File: src/rtl/bpsm_sequencer_if.sv
// Bus Pirate sequencer bundle: command/result FIFOs, pin driver, SPI, ADC, LA and status.
interface bpsm_sequencer_if #(
    parameter int unsigned FIFO_WIDTH = 16,
    parameter int unsigned BP_PINS    = 8
);
    // run/flush control from the register file
    logic                  run;
    logic                  flush;
    // command FIFO (first-word-fall-through)
    logic [FIFO_WIDTH-1:0] cmd_data;
    logic                  cmd_empty;
    logic                  cmd_pop;
    // result FIFO
    logic [FIFO_WIDTH-1:0] res_data;
    logic                  res_push;
    logic                  res_full;
    // IO pin driver
    logic                  io_wr;
    logic [BP_PINS-1:0]    io_value;
    // SPI shifter
    logic                  spi_req;
    logic [7:0]            spi_wdata;
    logic                  spi_done;
    logic [7:0]            spi_rdata;
    // ADC interface
    logic                  adc_req;
    logic [3:0]            adc_chan;
    logic                  adc_done;
    logic [11:0]           adc_result;
    // logic analyzer and status
    logic                  la_start;
    logic                  la_stop;
    logic                  active;
    logic                  halted;
    logic                  err_opcode;
    logic                  err_timeout;

    // Sequencer side
    modport master (
        input  run, flush, cmd_data, cmd_empty, res_full,
               spi_done, spi_rdata, adc_done, adc_result,
        output cmd_pop, res_data, res_push, io_wr, io_value,
               spi_req, spi_wdata, adc_req, adc_chan,
               la_start, la_stop, active, halted, err_opcode, err_timeout
    );

    // Environment side: FIFOs, engines, register file
    modport slave (
        output run, flush, cmd_data, cmd_empty, res_full,
               spi_done, spi_rdata, adc_done, adc_result,
        input  cmd_pop, res_data, res_push, io_wr, io_value,
               spi_req, spi_wdata, adc_req, adc_chan,
               la_start, la_stop, active, halted, err_opcode, err_timeout
    );
endinterface

File: src/rtl/bpsm_sequencer.sv
// Bus Pirate command sequencer: fetches one command word at a time, dispatches it to
// the pin driver, SPI, ADC, LA control or a delay counter, and pushes engine results.
module bpsm_sequencer #(
    parameter int unsigned FIFO_WIDTH     = 16,
    parameter int unsigned BP_PINS        = 8,
    parameter int unsigned DELAY_PRESCALE = 4,
    parameter int unsigned TIMEOUT        = 1024
) (
    input  logic                clk,
    input  logic                rst,
    bpsm_sequencer_if.master    bus
);

    localparam int unsigned ARG_W = 8;
    localparam int unsigned DLY_W = $clog2(255 * DELAY_PRESCALE + 1);
    localparam int unsigned TMO_W = $clog2(TIMEOUT + 1);

    localparam logic [7:0] OP_IO       = 8'h81;
    localparam logic [7:0] OP_DELAY    = 8'h84;
    localparam logic [7:0] OP_SPI      = 8'h08;
    localparam logic [7:0] OP_ADC      = 8'h85;
    localparam logic [7:0] OP_LA_START = 8'hFE;
    localparam logic [7:0] OP_LA_STOP  = 8'hFF;
    localparam logic [7:0] OP_HALT     = 8'hFD;

    typedef enum logic [2:0] {
        S_IDLE,
        S_DECODE,
        S_DELAY,
        S_SPI_WAIT,
        S_ADC_WAIT,
        S_PUSH,
        S_HALT
    } state_t;

    state_t                r_state;
    logic [7:0]            r_opcode;
    logic [ARG_W-1:0]      r_arg;
    logic [DLY_W-1:0]      r_dly_cnt;
    logic [TMO_W-1:0]      r_tmo_cnt;
    logic                  r_run_d;

    logic                  r_cmd_pop;
    logic [FIFO_WIDTH-1:0] r_res_data;
    logic                  r_res_push;
    logic                  r_io_wr;
    logic [BP_PINS-1:0]    r_io_value;
    logic                  r_spi_req;
    logic [7:0]            r_spi_wdata;
    logic                  r_adc_req;
    logic [3:0]            r_adc_chan;
    logic                  r_la_start;
    logic                  r_la_stop;
    logic                  r_active;
    logic                  r_halted;
    logic                  r_err_opcode;
    logic                  r_err_timeout;

    // Sequencer FSM; active/halted are updated alongside every state change so they
    // always match the state register.
    always_ff @(posedge clk or negedge rst) begin
        if (!rst) begin
            r_state       <= S_IDLE;
            r_opcode      <= '0;
            r_arg         <= '0;
            r_dly_cnt     <= '0;
            r_tmo_cnt     <= '0;
            r_run_d       <= 1'b0;
            r_cmd_pop     <= 1'b0;
            r_res_data    <= '0;
            r_res_push    <= 1'b0;
            r_io_wr       <= 1'b0;
            r_io_value    <= '0;
            r_spi_req     <= 1'b0;
            r_spi_wdata   <= '0;
            r_adc_req     <= 1'b0;
            r_adc_chan    <= '0;
            r_la_start    <= 1'b0;
            r_la_stop     <= 1'b0;
            r_active      <= 1'b0;
            r_halted      <= 1'b0;
            r_err_opcode  <= 1'b0;
            r_err_timeout <= 1'b0;
        end else begin
            r_cmd_pop  <= 1'b0;
            r_res_push <= 1'b0;
            r_io_wr    <= 1'b0;
            r_la_start <= 1'b0;
            r_la_stop  <= 1'b0;
            r_run_d    <= bus.run;

            if (bus.flush) begin
                // Abort whatever is in flight; pin values stay where they are.
                r_state       <= S_IDLE;
                r_spi_req     <= 1'b0;
                r_adc_req     <= 1'b0;
                r_dly_cnt     <= '0;
                r_tmo_cnt     <= '0;
                r_err_opcode  <= 1'b0;
                r_err_timeout <= 1'b0;
                r_active      <= 1'b0;
                r_halted      <= 1'b0;
            end else begin
                case (r_state)
                    S_IDLE: begin
                        if (bus.run && !bus.cmd_empty) begin
                            r_cmd_pop <= 1'b1;
                            r_opcode  <= bus.cmd_data[15:8];
                            r_arg     <= bus.cmd_data[7:0];
                            r_active  <= 1'b1;
                            r_state   <= S_DECODE;
                        end
                    end

                    S_DECODE: begin
                        r_tmo_cnt <= '0;
                        case (r_opcode)
                            OP_IO: begin
                                r_io_value <= BP_PINS'(r_arg);
                                r_io_wr    <= 1'b1;
                                r_active   <= 1'b0;
                                r_state    <= S_IDLE;
                            end
                            OP_DELAY: begin
                                if (r_arg == '0) begin
                                    r_active <= 1'b0;
                                    r_state  <= S_IDLE;
                                end else begin
                                    r_dly_cnt <= DLY_W'(r_arg) * DLY_W'(DELAY_PRESCALE);
                                    r_state   <= S_DELAY;
                                end
                            end
                            OP_SPI: begin
                                r_spi_wdata <= r_arg;
                                r_spi_req   <= 1'b1;
                                r_state     <= S_SPI_WAIT;
                            end
                            OP_ADC: begin
                                r_adc_chan <= r_arg[3:0];
                                r_adc_req  <= 1'b1;
                                r_state    <= S_ADC_WAIT;
                            end
                            OP_LA_START: begin
                                r_la_start <= 1'b1;
                                r_active   <= 1'b0;
                                r_state    <= S_IDLE;
                            end
                            OP_LA_STOP: begin
                                r_la_stop <= 1'b1;
                                r_active  <= 1'b0;
                                r_state   <= S_IDLE;
                            end
                            OP_HALT: begin
                                r_active <= 1'b0;
                                r_halted <= 1'b1;
                                r_state  <= S_HALT;
                            end
                            default: begin
                                r_err_opcode <= 1'b1;
                                r_active     <= 1'b0;
                                r_state      <= S_IDLE;
                            end
                        endcase
                    end

                    // Counter was loaded with the full occupancy, so leave on the last count.
                    S_DELAY: begin
                        if (r_dly_cnt <= DLY_W'(1)) begin
                            r_dly_cnt <= '0;
                            r_active  <= 1'b0;
                            r_state   <= S_IDLE;
                        end else begin
                            r_dly_cnt <= r_dly_cnt - DLY_W'(1);
                        end
                    end

                    // Completion is checked before expiry so a late done still wins.
                    S_SPI_WAIT: begin
                        if (bus.spi_done) begin
                            r_spi_req  <= 1'b0;
                            r_res_data <= FIFO_WIDTH'({8'h08, bus.spi_rdata});
                            r_state    <= S_PUSH;
                        end else if (r_tmo_cnt == TMO_W'(TIMEOUT - 1)) begin
                            r_spi_req     <= 1'b0;
                            r_err_timeout <= 1'b1;
                            r_active      <= 1'b0;
                            r_state       <= S_IDLE;
                        end else begin
                            r_tmo_cnt <= r_tmo_cnt + TMO_W'(1);
                        end
                    end

                    S_ADC_WAIT: begin
                        if (bus.adc_done) begin
                            r_adc_req  <= 1'b0;
                            r_res_data <= FIFO_WIDTH'({4'h0, bus.adc_result});
                            r_state    <= S_PUSH;
                        end else if (r_tmo_cnt == TMO_W'(TIMEOUT - 1)) begin
                            r_adc_req     <= 1'b0;
                            r_err_timeout <= 1'b1;
                            r_active      <= 1'b0;
                            r_state       <= S_IDLE;
                        end else begin
                            r_tmo_cnt <= r_tmo_cnt + TMO_W'(1);
                        end
                    end

                    // Only this block pushes, so full cannot reassert before the strobe lands.
                    S_PUSH: begin
                        if (!bus.res_full) begin
                            r_res_push <= 1'b1;
                            r_active   <= 1'b0;
                            r_state    <= S_IDLE;
                        end
                    end

                    S_HALT: begin
                        if (bus.run && !r_run_d) begin
                            r_halted <= 1'b0;
                            r_state  <= S_IDLE;
                        end
                    end

                    default: begin
                        r_active <= 1'b0;
                        r_halted <= 1'b0;
                        r_state  <= S_IDLE;
                    end
                endcase
            end
        end
    end

    assign bus.cmd_pop     = r_cmd_pop;
    assign bus.res_data    = r_res_data;
    assign bus.res_push    = r_res_push;
    assign bus.io_wr       = r_io_wr;
    assign bus.io_value    = r_io_value;
    assign bus.spi_req     = r_spi_req;
    assign bus.spi_wdata   = r_spi_wdata;
    assign bus.adc_req     = r_adc_req;
    assign bus.adc_chan    = r_adc_chan;
    assign bus.la_start    = r_la_start;
    assign bus.la_stop     = r_la_stop;
    assign bus.active      = r_active;
    assign bus.halted      = r_halted;
    assign bus.err_opcode  = r_err_opcode;
    assign bus.err_timeout = r_err_timeout;

endmodule

File: src/flat_wrapper.sv
// flat-port wrapper written by rule: the top's interface ports become plain ports
module bpsm_sequencer_flat 
#(
    parameter int unsigned FIFO_WIDTH     = 16,
    parameter int unsigned BP_PINS        = 8,
    parameter int unsigned DELAY_PRESCALE = 4,
    parameter int unsigned TIMEOUT        = 1024
)
  (clk, rst, bus_run, bus_flush, bus_cmd_data, bus_cmd_empty, bus_res_full, bus_spi_done, bus_spi_rdata, bus_adc_done, bus_adc_result, bus_cmd_pop, bus_res_data, bus_res_push, bus_io_wr, bus_io_value, bus_spi_req, bus_spi_wdata, bus_adc_req, bus_adc_chan, bus_la_start, bus_la_stop, bus_active, bus_halted, bus_err_opcode, bus_err_timeout);
  bpsm_sequencer_if #(.FIFO_WIDTH(FIFO_WIDTH), .BP_PINS(BP_PINS)) bus_i ();
  input  logic clk;
  input  logic rst;
  input wire logic [$bits(bus_i.run)-1:0] bus_run;
  input wire logic [$bits(bus_i.flush)-1:0] bus_flush;
  input wire logic [$bits(bus_i.cmd_data)-1:0] bus_cmd_data;
  input wire logic [$bits(bus_i.cmd_empty)-1:0] bus_cmd_empty;
  input wire logic [$bits(bus_i.res_full)-1:0] bus_res_full;
  input wire logic [$bits(bus_i.spi_done)-1:0] bus_spi_done;
  input wire logic [$bits(bus_i.spi_rdata)-1:0] bus_spi_rdata;
  input wire logic [$bits(bus_i.adc_done)-1:0] bus_adc_done;
  input wire logic [$bits(bus_i.adc_result)-1:0] bus_adc_result;
  output wire logic [$bits(bus_i.cmd_pop)-1:0] bus_cmd_pop;
  output wire logic [$bits(bus_i.res_data)-1:0] bus_res_data;
  output wire logic [$bits(bus_i.res_push)-1:0] bus_res_push;
  output wire logic [$bits(bus_i.io_wr)-1:0] bus_io_wr;
  output wire logic [$bits(bus_i.io_value)-1:0] bus_io_value;
  output wire logic [$bits(bus_i.spi_req)-1:0] bus_spi_req;
  output wire logic [$bits(bus_i.spi_wdata)-1:0] bus_spi_wdata;
  output wire logic [$bits(bus_i.adc_req)-1:0] bus_adc_req;
  output wire logic [$bits(bus_i.adc_chan)-1:0] bus_adc_chan;
  output wire logic [$bits(bus_i.la_start)-1:0] bus_la_start;
  output wire logic [$bits(bus_i.la_stop)-1:0] bus_la_stop;
  output wire logic [$bits(bus_i.active)-1:0] bus_active;
  output wire logic [$bits(bus_i.halted)-1:0] bus_halted;
  output wire logic [$bits(bus_i.err_opcode)-1:0] bus_err_opcode;
  output wire logic [$bits(bus_i.err_timeout)-1:0] bus_err_timeout;
  assign bus_i.run = bus_run;
  assign bus_i.flush = bus_flush;
  assign bus_i.cmd_data = bus_cmd_data;
  assign bus_i.cmd_empty = bus_cmd_empty;
  assign bus_i.res_full = bus_res_full;
  assign bus_i.spi_done = bus_spi_done;
  assign bus_i.spi_rdata = bus_spi_rdata;
  assign bus_i.adc_done = bus_adc_done;
  assign bus_i.adc_result = bus_adc_result;
  assign bus_cmd_pop = bus_i.cmd_pop;
  assign bus_res_data = bus_i.res_data;
  assign bus_res_push = bus_i.res_push;
  assign bus_io_wr = bus_i.io_wr;
  assign bus_io_value = bus_i.io_value;
  assign bus_spi_req = bus_i.spi_req;
  assign bus_spi_wdata = bus_i.spi_wdata;
  assign bus_adc_req = bus_i.adc_req;
  assign bus_adc_chan = bus_i.adc_chan;
  assign bus_la_start = bus_i.la_start;
  assign bus_la_stop = bus_i.la_stop;
  assign bus_active = bus_i.active;
  assign bus_halted = bus_i.halted;
  assign bus_err_opcode = bus_i.err_opcode;
  assign bus_err_timeout = bus_i.err_timeout;
  bpsm_sequencer #(.FIFO_WIDTH(FIFO_WIDTH), .BP_PINS(BP_PINS), .DELAY_PRESCALE(DELAY_PRESCALE), .TIMEOUT(TIMEOUT)) u_core (.clk(clk), .rst(rst), .bus(bus_i));
endmodule
File: config.mk
export PLATFORM = sky130hd
export DESIGN_NAME = bpsm_sequencer_flat
export DESIGN_NICKNAME = d
export VERILOG_FILES = /design/src/rtl/bpsm_sequencer_if.sv /design/src/rtl/bpsm_sequencer.sv /design/src/flat_wrapper.sv
export SDC_FILE = /design/constraint.sdc
export NUM_CORES = 1
export LEC_CHECK = 0
export ABC_AREA = 1
export BUFFER_PORTS_ARGS = -buffer_cell sky130_fd_sc_hd__buf_2
export CAP_MARGIN = 40
export CORE_ASPECT_RATIO = 0.7
export CORE_UTILIZATION = 55
export DETAILED_ROUTE_END_ITERATION = 12
export PLACE_DENSITY = 0.87
export SYNTH_ARGS = -nofsm -noshare
export SYNTH_HDL_FRONTEND = slang
export SYNTH_SLANG_ARGS = --single-unit
File: constraint.sdc
create_clock -name clk -period 2.1 [get_ports clk]
set_input_delay 0.105 -clock clk [delete_from_list [all_inputs] [get_ports clk]]
set_output_delay 0.105 -clock clk [all_outputs]
set_load 0.005 [all_outputs]
==> flow_metrics.py, run 1 <==
metrics = {
    "flow_run": {
        "cap_violations": 0,
    },
    "clock_network": {
        "post-cts-setup-buffers": 0,
        "cts_max_level": 3,
        "clk_pin_slew_ps": 80,
        "cts_tree": "done",
        "cts_root_buffer": "clkbuf_8",
        "cts_buffers": 9,
        "cts_buffer_depth": 2,
        "clock_latency_ps": 370,
        "cts.sinks": 84,
    },
    "layout": {
        "design_area_mm2": 0.00544,
        "layout_common_cells": "nand2_1 (163), buf_2 (85), dfrtp_1 (83)",
        "nFillCells": 540,
        "diodes": 0,
        "drive_gt1_share_pct": 23.4,
        "nNetsFinal": 717,
        "final_common_cell": "nand2_1",
        "area_growth_pct": 26.0,
    },
    "setup_path": {
        "crit_start": "u_core.r_state[1]$_DFFE_PN0P_",
        "regToRegStartpoint": "u_core.r_state[1]$_DFFE_PN0P_",
        "critPathCaptureType": "register",
        "worst_setup_path_start_kind": "register",
        "critPathArrivalTime_ps": 2280,
        "worst-r2r-cell-count": 7,
        "worstSetupPathType": "register to register",
        "crit_required_ps": 2400,
        "cp_max_fo": 9,
    },
    "timing": {
        "min_period_over_period_pct": 94.3,
        "fin_setup_tns_ps": 0,
        "rsz0062_at_grt": "false",
        "finalClockSkew_ps": 14.0,
        "slew_viol_final": 0,
        "finalHoldViolCount": 0,
        "setup_viol": 0,
        "worst_pin_slew_ps": 622,
        "max_freq_mhz": 505,
        "period_needed_ps": 1980,
        "relSlewSlack_pct": 58.5,
    },
    "place": {
        "gp_congestion": 0.876,
        "port_buffers": 86,
        "hpwlAfterDp_um": 7590,
        "postPlaceCellArea_mm2": 0.00485,
    },
    "hold_path": {
        "hold_class": "input pin to register",
        "min_path_cells": 3,
        "min_from": "bus_adc_result[6]",
    },
    "detailed_routing": {
        "wl_per_cell_um": 14.7,
        "first_pass_iters": 5,
        "wl_um": 11400,
        "routed_via_density": 5.45,
        "drc": 0,
        "drt.antenna.violating_nets": 0,
        "dr_total_vias": 4211,
        "drt_iter0_markers": 303,
    },
    "global_route": {
        "grt_pass1_wl_um": 19400,
        "overflow": 0,
        "antenna_found_initial": 0,
        "grt.total_usage_pct": 30.3,
        "grt_pass1_vias": 4020,
        "grt_max_degree": 47,
    },
    "yosys": {
        "synth-seq-cells": 84,
        "ys_seq_area_share_pct": 48.7,
        "avgSynthCellArea_um2": 7.94,
        "yosysUniqueCellTypes": 36,
        "synthesis.area_mm2": 0.00432,
        "yosysWarnings": 0,
        "synth_cells": 544,
    },
    "pwr": {
        "power.density_mw_per_mm2": 842,
        "ir_drop_v": 0.000625,
        "p_leak_nw": 2.82,
    },
    "status": {
        "outcome": "complete, no violations",
    },
    "die": {
        "row_count": 26,
        "die_w_um": 108,
        "die_h_um": 76.1,
        "die_area_mm2": 0.00822,
        "core_area_mm2": 0.00745,
        "start_util_pct": 58.0,
        "io_pins": 91,
    },
}
area by class of cell:
cell class	count	area [µm²]	share of cell area, %
Sequential cell	84	2100	38.6
Multi-Input combinational cell	391	1920	35.3
Timing Repair Buffer	131	873	16.0
Inverter	53	199	3.65
Clock buffer	9	124	2.28
Tap cell	98	123	2.25
Clock inverter	7	98.8	1.82
metrics by stage:
stage,hold slack (ps),std cells,setup slack [ps],power [mW],utilization [%]
after detailed placement,157,721,261,3.17,65.1
after global placement,153,721,338,3.12,65.1
after global routing,21.4,773,4.03,4.84,73.1
after CTS,22.2,773,91.1,4.54,72.9
final,33.9,773,120,4.58,73.1
after floorplan,-191,547,543,2.74,-
flip-flops by register name, summed over array words and instances (netlist names):
| signal | count |
|---|---|
| u_core.bus.adc_req | 1 |
| u_core.bus.spi_wdata | 8 |
| u_core.bus.spi_req | 1 |
| u_core.r_run_d | 1 |
| u_core.r_dly_cnt | 10 |
| u_core.bus.la_start | 1 |
| u_core.bus.res_push | 1 |
| u_core.bus.cmd_pop | 1 |
| u_core.bus.adc_chan | 4 |
| u_core.bus.halted | 1 |
| u_core.r_state | 3 |
| u_core.bus.active | 1 |
| u_core.r_opcode | 8 |
| u_core.bus.res_data | 12 |
| u_core.bus.err_timeout | 1 |
| u_core.bus.io_wr | 1 |
| u_core.r_tmo_cnt | 11 |
| u_core.bus.la_stop | 1 |
| u_core.r_arg | 8 |
| u_core.bus.err_opcode | 1 |
| u_core.bus.io_value | 8 |
synthesized netlist by cell type:
master | instances | area share [%]
a21oi_1 | 3 | 0.35
a21oi_4 | 1 | 0.38
a31o_2 | 1 | 0.20
a31oi_1 | 8 | 1.2
buf_2 | 9 | 1.0
buf_4 | 5 | 0.87
buf_6 | 2 | 0.52
clkbuf_1 | 3 | 0.26
conb_1 | 1 | 0.087
dfrtp_1 | 84 | 49
ha_1 | 3 | 0.87
inv_1 | 44 | 3.8
inv_2 | 9 | 0.78
nand2_1 | 163 | 14
nand2_2 | 10 | 1.4
nand2_4 | 1 | 0.26
nand3_1 | 36 | 4.2
nand3_2 | 1 | 0.23
nand3b_1 | 1 | 0.17
nand4_1 | 15 | 2.2
nor2_1 | 51 | 4.4
nor2_2 | 4 | 0.58
nor2_4 | 3 | 0.78
nor3_1 | 6 | 0.70
nor3_2 | 1 | 0.23
nor4_1 | 2 | 0.29
o21ai_0 | 28 | 3.2
o21ai_1 | 20 | 2.3
o21ai_2 | 12 | 2.4
o21ai_4 | 2 | 0.75
o21bai_1 | 2 | 0.35
o22ai_1 | 5 | 0.72
o31ai_1 | 1 | 0.17
or2_2 | 1 | 0.14
xnor2_1 | 1 | 0.20
xor2_1 | 5 | 1.0
final timing paths:
kind                                                      end  slack [ps]
setup / recovery           u_core.bus.res_data[4]$_DFFE_PN0P_         120
hold / removal             u_core.bus.res_data[6]$_DFFE_PN0P_          30
setup reg to reg           u_core.bus.res_data[4]$_DFFE_PN0P_         120
hold reg to reg            u_core.bus.io_value[1]$_DFFE_PN0P_         480
max in group asynchronous     u_core.r_tmo_cnt[1]$_DFFE_PN0P_        1180
min in group asynchronous  u_core.bus.io_value[7]$_DFFE_PN0P_         300
worst max-delay path, cell delays in order (launching register included):
cell,delay [ps]
dfrtp_1,540
nand2_2,160
nor2_4,170
nand2_2,120
nand2_4,160
nor2_1,50
a31oi_1,140
dlygate4sd3_1,580
what timing repair did:
action	CTS	global route
hold buffers	36	0
setup endpoints to repair	0	5
gates resized for setup	0	3
endpoints found under the hold margin	73	0
cells by family after synthesis:
family                     synth area share, %
DFF                                       48.7
xor gates and xnor gates                  1.22
and+or+nand+nor                           29.8
AOI/OAI and AO/OA                         12.1
buffers and inverters                     7.30
adders and majority gates                0.869
other                                   0.0868
layer usage:
metal / vias up / track usage (%) / wire length, µm
met1: 1979 / 42.8 / 5100
li1: 2009 / - / -
met3: 26 / 7.44 / 773
met5: - / 0 / 0
met4: 0 / 9.18 / 258
met2: 197 / 46.2 / 5250
power by group:
part / total [mW] / switching [mW] / leakage [nW] / internal [mW]
sequential: 2.09 / 0.197 / 1.10 / 1.89
combinational: 1.19 / 0.698 / 1.60 / 0.493
clock: 1.31 / 0.629 / 0.110 / 0.678
total: 4.58 / 1.52 / 2.82 / 3.06
Power figures use the tool's default switching activity.
==> run 2, diff against run 1 <==
CORE_MARGIN = 3   (was unset)
==> run 2 against run 1 <==
  * The flow now finishes with violations (negative setup slack)
  * Critical path depth decreased by 1
  * Die area increased by 9.2%
  * Non-clock buffer count increased by 1
  * Sequential power about the same
  * Flip-flop and latch count unchanged
  * Maximum frequency decreased by 6.9%
  * Clock-buffer cell count unchanged
  * Largest cell class unchanged
==> flow_metrics.py, run 2 (same netlist as run 1, synthesis figures left out) <==
metrics = {
    "global_route": {
        "overflow": 0,
        "grt_max_degree": 85,
        "grt.total_usage_pct": 27.8,
        "grt_pass1_wl_um": 19800,
        "antenna_found_initial": 0,
        "grt_pass1_vias": 4074,
    },
    "setup_path": {
        "path_cells": "nor2_2 -> nand4_1 -> nand2_4 -> nor2_1 -> a31oi_1 -> dlygate4sd3_1",
        "cp_max_fo": 9,
        "crit_end": "u_core.bus.res_data[4]$_DFFE_PN0P_",
        "regToRegStartpoint": "u_core.r_state[1]$_DFFE_PN0P_",
        "worstReg2RegEnd": "u_core.bus.res_data[4]$_DFFE_PN0P_",
        "worstSetupPathType": "register to register",
        "worst-r2r-cell-count": 6,
        "crit_required_ps": 2400,
        "worst_setup_path_start_kind": "register",
        "crit_start": "u_core.r_state[1]$_DFFE_PN0P_",
        "cp_slowest_cell": "dlygate4sd3_1",
        "critPathCaptureType": "register",
        "rrSetupSlack_ps": -30,
        "critPathArrivalTime_ps": 2430,
        "slowest_delay_ps": 570,
    },
    "die": {
        "die_area_mm2": 0.00897,
        "die_w_um": 112,
        "die_h_um": 80.1,
        "row_count": 26,
        "core_area_mm2": 0.00745,
        "start_util_pct": 58.0,
        "io_pins": 91,
    },
    "detailed_routing": {
        "route.met2.wl_um": 5620,
        "dr_wl_met3_um": 868,
        "drc": 0,
        "top_layer": "met4",
        "drt_iter0_markers": 402,
        "first_pass_iters": 5,
        "dr_total_vias": 4281,
        "routed_via_density": 5.53,
        "wl_um": 12100,
        "wl_per_cell_um": 15.6,
        "drt.antenna.violating_nets": 0,
        "wl_met1_um": 5250,
    },
    "clock_network": {
        "cts_root_buffer": "clkbuf_8",
        "cts_buffer_depth": 2,
        "cts.sinks": 84,
        "clk_pin_slew_ps": 90,
        "cts_tree": "done",
        "cts_max_level": 3,
        "clock_latency_ps": 370,
        "cts_buffers": 9,
    },
    "layout": {
        "nNetsFinal": 718,
        "drive_gt1_share_pct": 23.8,
        "design_area_mm2": 0.00543,
        "layout_common_cells": "nand2_1 (163), buf_2 (85), dfrtp_1 (83)",
        "final_common_cell": "nand2_1",
        "diodes": 0,
        "largest_reg_flops": 12,
        "area_growth_pct": 25.8,
    },
    "place": {
        "gp_congestion": 0.858,
        "hpwlAfterDp_um": 7850,
        "port_buffers": 86,
        "postPlaceCellArea_mm2": 0.00484,
    },
    "timing": {
        "finalHoldViolCount": 0,
        "finalClockSkew_ps": 8.06,
        "slew_viol_final": 0,
        "whs_ps": 20.1,
        "fin_ws_ps": -26.0,
        "fin_setup_tns_ps": -26.0,
        "period_needed_ps": 2130,
        "min_period_over_period_pct": 101,
        "rsz0062_at_grt": "true",
        "setup_viol": 1,
        "max_freq_mhz": 470,
    },
    "pwr": {
        "ir_drop_v": 0.000468,
        "p_leak_nw": 2.81,
        "power.density_mw_per_mm2": 821,
    },
    "hold_path": {
        "hold_class": "input pin to register",
        "min_from": "bus_spi_rdata[3]",
    },
    "status": {
        "outcome": "finished with violations",
        "violations": "negative setup slack",
    },
    "flow_run": {
        "cap_violations": 0,
    },
}
==> run 2: cell types whose count changed in the layout (fill, tap and decap cells not counted), sizes merged <==
cell,previous run,this run
buf,95,98
bufinv,2,1
dlygate4sd3,36,34
inv,55,56
==> run 2: per-stage QoR <==
stage	instances	setup slack, ps	utilization (%)	power, mW
after detailed placement	720	220	65.0	3.18
after global placement	720	311	65.0	3.12
after CTS	770	76.1	72.2	4.43
after floorplan	547	543	-	2.74
after global routing	774	-59.2	72.9	4.69
final	774	-26.0	72.9	4.46
==> run 2: cell type report <==
cell class                 count  area, µm²
clock buffer                   9        124
clock inverter                 7       73.8
fill                         538       2020
inverter                      53        201
multi-input combinational    391       1920
sequential                    84       2100
tap                           98        123
timing repair buffer         132        888
==> run 2: how the worst min path moves through the flow <==
stage,to,cells after the start
2_1_floorplan,u_core.bus.active$_DFFE_PN0P_,0
3_3_place_gp,u_core.r_tmo_cnt[6]$_DFFE_PN0P_,2
3_5_place_dp,u_core.r_tmo_cnt[6]$_DFFE_PN0P_,2
4_1_cts,u_core.bus.res_data[7]$_DFFE_PN0P_,3
5_1_grt,u_core.bus.res_data[3]$_DFFE_PN0P_,3
6_report,u_core.bus.res_data[3]$_DFFE_PN0P_,3
==> run 2: critical path: cells and delay by family (launching register included) <==
kind / cells / cell delay, ps
AND/OR/NAND/NOR: 4 / 860
AO/OA/AOI/OAI: 1 / 130
flip-flops: 1 / 490
buffers and inverters: 1 / 570
==> run 2: routing by layer <==
metal | up-vias | global-route usage [%]
met3 | 43 | 4.89
li1 | 2007 | -
met5 | - | 0
met1 | 2009 | 36.8
met4 | 0 | 10.3
met2 | 222 | 46.2
==> run 2: timing repair <==
action                                  CTS  global route
hold endpoints to repair                112             0
hold buffers                             34             0
endpoints found under the setup margin    0            11
resized for setup                         0             4
setup buffers                             0             4
==> run 2: power by group <==
part | switching (mW) | total [mW] | internal (mW) | leakage, nW
sequential | 0.192 | 2.08 | 1.89 | 1.10
clock | 0.627 | 1.18 | 0.558 | 0.100
combinational | 0.703 | 1.20 | 0.492 | 1.61
